<file path="config.mk">
export PLATFORM = sky130hd
export DESIGN_NAME = player_input_ctrl
export DESIGN_NICKNAME = d
export VERILOG_FILES = /design/src/rtl/player_input_ctrl.sv
export SDC_FILE = /design/constraint.sdc
export NUM_CORES = 1
export LEC_CHECK = 0
export ABC_AREA = 1
export CORE_MARGIN = 2
export CORE_UTILIZATION = 60
export CTS_BUF_LIST = sky130_fd_sc_hd__clkbuf_8
export CTS_CLUSTER_DIAMETER = 60
export DETAILED_ROUTE_END_ITERATION = 8
export GPL_TIMING_DRIVEN = 0
export PLACE_DENSITY = 0.78
export SLEW_MARGIN = 20
export SYNTH_ARGS = -nofsm -noshare
export SYNTH_HDL_FRONTEND = slang
export SYNTH_SLANG_ARGS = --single-unit
</file>
<file path="constraint.sdc">
create_clock -name clk -period 1.4 [get_ports clk]
set_input_delay 0.21 -clock clk [delete_from_list [all_inputs] [get_ports clk]]
set_output_delay 0.21 -clock clk [all_outputs]
set_load 0.05 [all_outputs]
</file>
<file path="src/rtl/player_input_ctrl.sv">
// Per-player button conditioning: 2-FF sync, debounce, and a frame-aligned op vector.
// Define PLAYER_INPUT_JUMP_BUFFER_EN to hold a jump request through the cooldown window.
module player_input_ctrl #(
    parameter int DB_CYCLES     = 1000000,
    parameter int DB_CNT_W      = 20,
    parameter int JUMP_COOLDOWN = 4,
    parameter int SMASH_HOLD    = 8
) (
    input  logic       clk,
    input  logic       reset_n,
    input  logic       frame_pitch,
    input  logic       en,
    input  logic [3:0] btn_raw,
    output logic [3:0] btn_press,
    output logic       op_move_left,
    output logic       op_move_right,
    output logic       op_jump,
    output logic       op_smash,
    output logic       op_valid
);

    localparam int BTN_RIGHT = 0;
    localparam int BTN_JUMP  = 1;
    localparam int BTN_LEFT  = 2;
    localparam int BTN_SMASH = 3;

    localparam int CD_W = (JUMP_COOLDOWN > 0) ? $clog2(JUMP_COOLDOWN + 1) : 1;
    localparam int SH_W = (SMASH_HOLD > 1) ? $clog2(SMASH_HOLD + 1) : 1;

    localparam logic [DB_CNT_W-1:0] DB_LAST = DB_CNT_W'(DB_CYCLES - 1);
    localparam logic [DB_CNT_W-1:0] DB_ONE  = DB_CNT_W'(1);
    localparam logic [CD_W-1:0]     CD_LOAD = CD_W'(JUMP_COOLDOWN);
    localparam logic [CD_W-1:0]     CD_ONE  = CD_W'(1);
    localparam logic [SH_W-1:0]     SH_LOAD = SH_W'(SMASH_HOLD - 1);
    localparam logic [SH_W-1:0]     SH_ONE  = SH_W'(1);

    logic [3:0]          sync_meta;
    logic [3:0]          sync_q;
    logic [3:0]          stable;
    logic [3:0]          stable_d;
    logic [DB_CNT_W-1:0] db_cnt [4];

    logic            left_seen;
    logic            right_seen;
    logic            jump_req;
    logic            smash_req;
    logic [CD_W-1:0] cooldown;
    logic [SH_W-1:0] smash_cnt;
    logic            jump_fire;
    logic            jump_keep;

    assign jump_fire = jump_req && (cooldown == '0);

`ifdef PLAYER_INPUT_JUMP_BUFFER_EN
    assign jump_keep = jump_req && (cooldown != '0);
`else
    assign jump_keep = 1'b0;
`endif

    // NOTE: sequential state uses non-blocking assignments so every register samples pre-edge values.
    always_ff @(posedge clk or negedge reset_n) begin
        if (!reset_n) begin
            sync_meta <= '0;
            sync_q    <= '0;
            stable    <= '0;
            stable_d  <= '0;
            btn_press <= '0;
            // NOTE: the debounce counters are a small register array, not RAM, so they take the reset.
            for (int i = 0; i < 4; i++) db_cnt[i] <= '0;
        end else begin
            sync_meta <= btn_raw;
            sync_q    <= sync_meta;
            stable_d  <= stable;
            btn_press <= stable & ~stable_d;
            for (int i = 0; i < 4; i++) begin
                if (sync_q[i] == stable[i]) begin
                    db_cnt[i] <= '0;
                end else if (db_cnt[i] == DB_LAST) begin
                    stable[i] <= ~stable[i];
                    db_cnt[i] <= '0;
                end else begin
                    db_cnt[i] <= db_cnt[i] + DB_ONE;
                end
            end
        end
    end

    always_ff @(posedge clk or negedge reset_n) begin
        if (!reset_n) begin
            op_move_left  <= 1'b0;
            op_move_right <= 1'b0;
            op_jump       <= 1'b0;
            op_smash      <= 1'b0;
            op_valid      <= 1'b0;
            left_seen     <= 1'b0;
            right_seen    <= 1'b0;
            jump_req      <= 1'b0;
            smash_req     <= 1'b0;
            cooldown      <= '0;
            smash_cnt     <= '0;
        end else begin
            op_valid <= 1'b0;
            if (frame_pitch && en) begin
                op_valid      <= 1'b1;
                op_move_left  <= left_seen & ~right_seen;
                op_move_right <= right_seen & ~left_seen;
                op_jump       <= jump_fire;
                if (jump_fire) begin
                    cooldown <= CD_LOAD;
                end else if (cooldown != '0) begin
                    cooldown <= cooldown - CD_ONE;
                end
                if (smash_req) begin
                    smash_cnt <= SH_LOAD;
                    op_smash  <= 1'b1;
                end else begin
                    op_smash <= (smash_cnt != '0);
                    if (smash_cnt != '0) smash_cnt <= smash_cnt - SH_ONE;
                end
                // An event on the tick cycle itself belongs to the next frame.
                left_seen  <= stable[BTN_LEFT];
                right_seen <= stable[BTN_RIGHT];
                jump_req   <= btn_press[BTN_JUMP] | jump_keep;
                smash_req  <= btn_press[BTN_SMASH];
            end else if (frame_pitch) begin
                op_move_left  <= 1'b0;
                op_move_right <= 1'b0;
                op_jump       <= 1'b0;
                op_smash      <= 1'b0;
                left_seen     <= 1'b0;
                right_seen    <= 1'b0;
                jump_req      <= 1'b0;
                smash_req     <= 1'b0;
                cooldown      <= '0;
                smash_cnt     <= '0;
            end else begin
                left_seen  <= left_seen  | stable[BTN_LEFT];
                right_seen <= right_seen | stable[BTN_RIGHT];
                jump_req   <= jump_req   | btn_press[BTN_JUMP];
                smash_req  <= smash_req  | btn_press[BTN_SMASH];
            end
        end
    end

endmodule

</file>
# Yosys cells after proc, flatten, opt, wreduce, memory -nomap -nowiden
# Cells that the tools add are included.
[totals]
out_inout_bits = 9
word_cells = 100
in_bits = 8
reg_bits = 116
[op_classes]
add_sub_neg = 6
bitwise = 18
reduce_logical = 12
mux = 31
n_eq_ne = 10
[ops]
columns = ["op", "n"]
rows = [
  ["two-way mux 20 bit", 8],
  ["adder 20 x 1 -> 20 bit (second input constant)", 4],
  ["equality test 20 bit (second input constant)", 4],
  ["two-way mux 4 bit", 4],
  ["two-way mux 1 bit", 15],
  ["two-way mux 3 bit", 4],
  ["AND reduction 2 bit", 6],
  ["inverter 1 bit", 10],
  ["inequality test 3 x 2 -> 1 bit (second input constant)", 2],
  ["AND 4 bit", 1],
  ["equality test 1 bit", 4],
  ["inverter 4 bit", 1],
  ["bitwise OR 1 bit", 4],
  ["nonzero test 4 bit", 1],
  ["subtractor 4 x 1 -> 4 bit (second input constant)", 1],
  ["logical NOT 3 bit", 1],
  ["nonzero test 3 bit", 1],
  ["subtractor 3 x 1 -> 3 bit (second input constant)", 1],
  ["AND 1 bit", 2],
  ["logical AND 1 bit", 2],
  ["nonzero test 2 bit", 1],
]

# Logic depth before layout (Yosys ltp)
[logic_depth]
depth_word = 4
depth_mapped = 9
mapped_depth_nobuf = 9

# Worst setup path before layout
# Ideal clock, no wire load.
[synth_path]
kind = "reg2reg"
start = "reg db_cnt[40] (netlist name)"
end = "reg db_cnt[45] (netlist name)"
n_path_buf = 0
t_required_ps = 1280
stages_incl_launch_ff = 7
setup_time_ps = 120
path_slack_ps = 111
arrival_ps = 1169
cell_sequence = "dfrtp_1 > ha_1 > nand3_1 > nor2_1 > nand3_1 > nand2_2 > nor2_1"
[synth_via]
elab_chain_cells = 3
elab_cells_between_ends = 4
classes_between = "add/sub: 1; eq/ne: 1; mux: 2"
[synth_rtl]
columns = ["element", "line_no", "text"]
rows = [
  ["start: declaration", "41", "logic [DB_CNT_W-1:0] db_cnt [4];"],
  ["start signal: indexed assignment", "82", "db_cnt[i] <= db_cnt[i] + DB_ONE;"],
  ["adder 20 x 1 -> 20 bit / equality test 20 bit (equally long branches)", "82, 78", ""],
  ["two-way mux 20 bit (*)", "78", "end else if (db_cnt[i] == DB_LAST) begin"],
  ["two-way mux 20 bit (*)", "76", "if (sync_q[i] == stable[i]) begin"],
]
# Every way passes the cells marked *; elsewhere a longest branch is shown, timed or not.
# A chain may end at the register's enable or synchronous reset.

# Worst setup path in the final report
[layout_path]
start = "reg db_cnt[40] (netlist name)"
end = "reg db_cnt[56] (netlist name)"
# Same word-level chain as after synthesis.

==> key figures <==
Status
  – Run status: finished, final reports clean

Drt
  – Wire length per cell after detailed routing: 13.6 um
  – Violation count after the first detailed-route iteration: 311
  – Residual DRC: 0
  – Remaining number of nets flagged by the antenna check after routing: 0
  – Via-to-Cell Ratio: 5.26
  – Wire length after detailed routing: 12900 um
  – 1st-pass router iterations: 5
  – Vias post-DR: 4964

Global route
  – Largest net degree at the start of global routing: 84
  – Number of antenna violations at the first check in global routing: 0
  – Layer carrying the most global-route usage: met2
  – Total global routing overflow: 0
  – Vias in the first global route: 4857
  – Global routing usage summed across all routing layers: 24.7%
  – Routing usage on met2: 39.3%
  – Met1 layer usage reported by global route: 32.3%
  – Met3 usage: 6.33%
  – Wire length of the first global-routing pass: 21400 um

Placement
  – HPWL after detailed placement: 8630 um
  – Quantity of I/O buffers inserted on ports: 16
  – Pre-CTS worst setup slack: -0.275 ns
  – Final estimated routing congestion in global placement: between 0.9 and 1
  – Post-Place Cell Area: 0.00635 mm^2

Finish
  – Nets@finish: 814
  – Inserted Diodes: 0
  – Sequential Area: 0.00291 mm^2
  – Relative area change from synthesis to final layout: 19.0%
  – Summed area of non-filler cells in the final layout: 0.00714 mm^2
  – Multi-input combinational cell area: 0.00310 mm^2
  – FILL cells: 736
  – Ratio of cells with drive above 1 in the final layout: 18.1%

Critical path
  – Crit path kind: flip-flop to flip-flop
  – Buffers and inverters on the worst path: 0
  – Critical path's top delay family: simple AND/OR/NAND/NOR gates
  – Nature of the critical path endpoint: flip-flop
  – Critical-path maximum fanout: 4
  – Crit path DAT: 1.69 ns
  – Largest stage delay on the critical path: ~0.43 ns
  – Data required time of the worst path: ~1.7 ns
  – Critical Path Start Type: flip-flop
  – Worst-path cell chain: ha_4 -> nand2_4 -> nor2_4 -> nand2_4 -> nor2_4 -> nor3b_2 -> nor2_1
  – Slowest stage cell on the critical path: dfrtp_1

Clocking
  – Num Clock Sinks: 116
  – Maximum level of the CTS H-tree: 4
  – Maximum clock insertion buffer count: 2
  – CTS Root Buffer Type: clkbuf_8
  – Num CTS Buffers: 17
  – Clock tree from TritonCTS: built
  – Clock transition at the registers of the reported paths: 0.07 ns
  – Clk Latency, worst-skew pair: about 0.45 ns

Yosys
  – Largest cells by area after synthesis: dfrtp_1, nor2_1, nand2_1
  – Synthesized area: 0.00600 mm^2
  – Yosys cell types: 33
  – Area fraction of the dominant cell type after synthesis: 48.4%
  – Yosys warning count: 0
  – Register area share after synthesis: 48.4%
  – Average footprint of a synthesized cell: between 7 and 8 um^2
  – Post-synth EDFFs: 0
  – Most frequent cell after synthesis: nor2_1
  – Share of flip-flops with an asynchronous set or reset: 100%
  – Top cells by instance count after synthesis: nor2_1, nand2_1, dfrtp_1, inv_1, nand3_1
  – Gate count of the mapped netlist: around 750
  – Synth area leader: dfrtp_1
  – Post-Synthesis Net Count: 768
  – Register bit count reported by yosys: between 100 and 150
  – Most frequently used flop master after synthesis: dfrtp_1

Timing
  – Final setup TNS: 0 ns
  – Final critical-path required period: around 1.4 ns
  – Setup violations, final: 0
  – Highest Clock Rate: 734 MHz
  – Max-slew headroom: 73.1%
  – Slew at the pin with the worst max-slew slack: 0.403 ns
  – Total count of hold-check failures in the final report: 0
  – Final slew viol count: 0
  – RSZ-0062 raised after global routing: yes
  – Smallest setup slack after layout: 0.0372 ns
  – Fin crit share: 97.3%
  – Worst hold slack across all endpoints: 0.205 ns
  – Final Skew: roughly 0.01 ns

Floorplanning
  – Floorplan die width: roughly 100 um
  – Core Box Area: 0.00973 mm^2
  – Effective utilization at floorplan: ~62%
  – Height of the chip: 104 um
  – Die outline area: 0.0108 mm^2
  – Number of placement rows: 36
  – IO Count: 17

Power
  – IR drop worst, VDD: 728 uV
  – Static Leakage: 0.00312 uW
  – Pwr/cell area: 1000 mW/mm^2

Worst hold path
  – Hold crit path type: input port to flip-flop

Job
  – Number of maximum-capacitance constraint violations: 0
kinds of logic after synthesis:
kind of cell               Yosys count  synth area share, %
buffers and inverters               82                 5.13
AOI/OAI and AO/OA                   49                 4.36
DFF                                116                 48.4
adders and majority gates            8                 1.67
and+or+nand+nor                    452                 33.7
xor gates and xnor gates            45                 6.70
report_power, final:
group	leakage, uW	internal (uW)	total (uW)	switching, uW
Combinational	0.00134	190	500	310
Sequential	0.00158	3430	3500	71.7
Clock	0.000212	1820	3170	1350
final timing paths:
check                                       start                      to  slack (ns)  depth (start not counted)
max in group asynchronous                 reset_n     db_cnt[3]$_DFF_PN0_        0.48                          3
min                                    btn_raw[3]  sync_meta[3]$_DFF_PN0_        0.20                          1
max reg2reg                  db_cnt[40]$_DFF_PN0_    db_cnt[56]$_DFF_PN0_        0.04                          7
min in group asynchronous                 reset_n    db_cnt[30]$_DFF_PN0_        0.22                          2
min reg2reg                sync_meta[1]$_DFF_PN0_     sync_q[1]$_DFF_PN0_        0.34                          0
max                          db_cnt[40]$_DFF_PN0_    db_cnt[56]$_DFF_PN0_        0.04                          7
per-layer routing:
layer	vias to the layer above	part of all wire (%)
li1	2465	-
met1	2332	45
met2	139	47
met3	28	5.5
met4	0	2.3
met5	-	0
through the flow:
stage	util, %	cells	power [uW]
2_1_floorplan	-	752	3790
3_3_place_gp	65.0	901	3940
3_5_place_dp	65.3	902	3990
4_1_cts	70.2	935	7160
5_1_grt	73.3	944	7450
6_report	73.3	944	7170
cells in the final DEF, fill, tap and decap left out, types with 15 or more instances in the layout:
master | Yosys | routed
xor2_1 | 27 | 26
clkbuf_8 | 0 | 19
a21oi_1 | 17 | 17
nor2_4 | 5 | 18
o21ai_0 | 19 | 18
nor2_1 | 181 | 168
nand2_1 | 140 | 137
dfrtp_1 | 116 | 108
nor2_2 | 19 | 19
xnor2_1 | 17 | 17
nand3_1 | 49 | 45
inv_1 | 72 | 75
nand4_1 | 15 | 15
flip-flops by register name, summed over array words and instances (netlist names), 3 cells and up:
signal and count:
stable 4, sync_q 4, smash_cnt 4, btn_press 4
sync_meta 4, stable_d 4, db_cnt 80, cooldown 3
layout make-up:
type / count / area share (%)
Multi-Input combinational cell: 554 / 43.5
Sequential cell: 116 / 40.8
Inverter: 79 / 4.16
Clock buffer: 19 / 3.66
Timing Repair Buffer: 27 / 3.37
Tap cell: 133 / 2.33
Clock inverter: 13 / 2.00
Buffer: 3 / 0.210
what timing repair did:
action / CTS / global route
endpoints found under the hold margin: 33 / 0
setup buffers: 0 / 9
setup endpoints to repair: 49 / 79
hold buffers: 1 / 0
resized for setup: 55 / 64
pin swaps: 0 / 16
(Power assumes the default switching activity.)
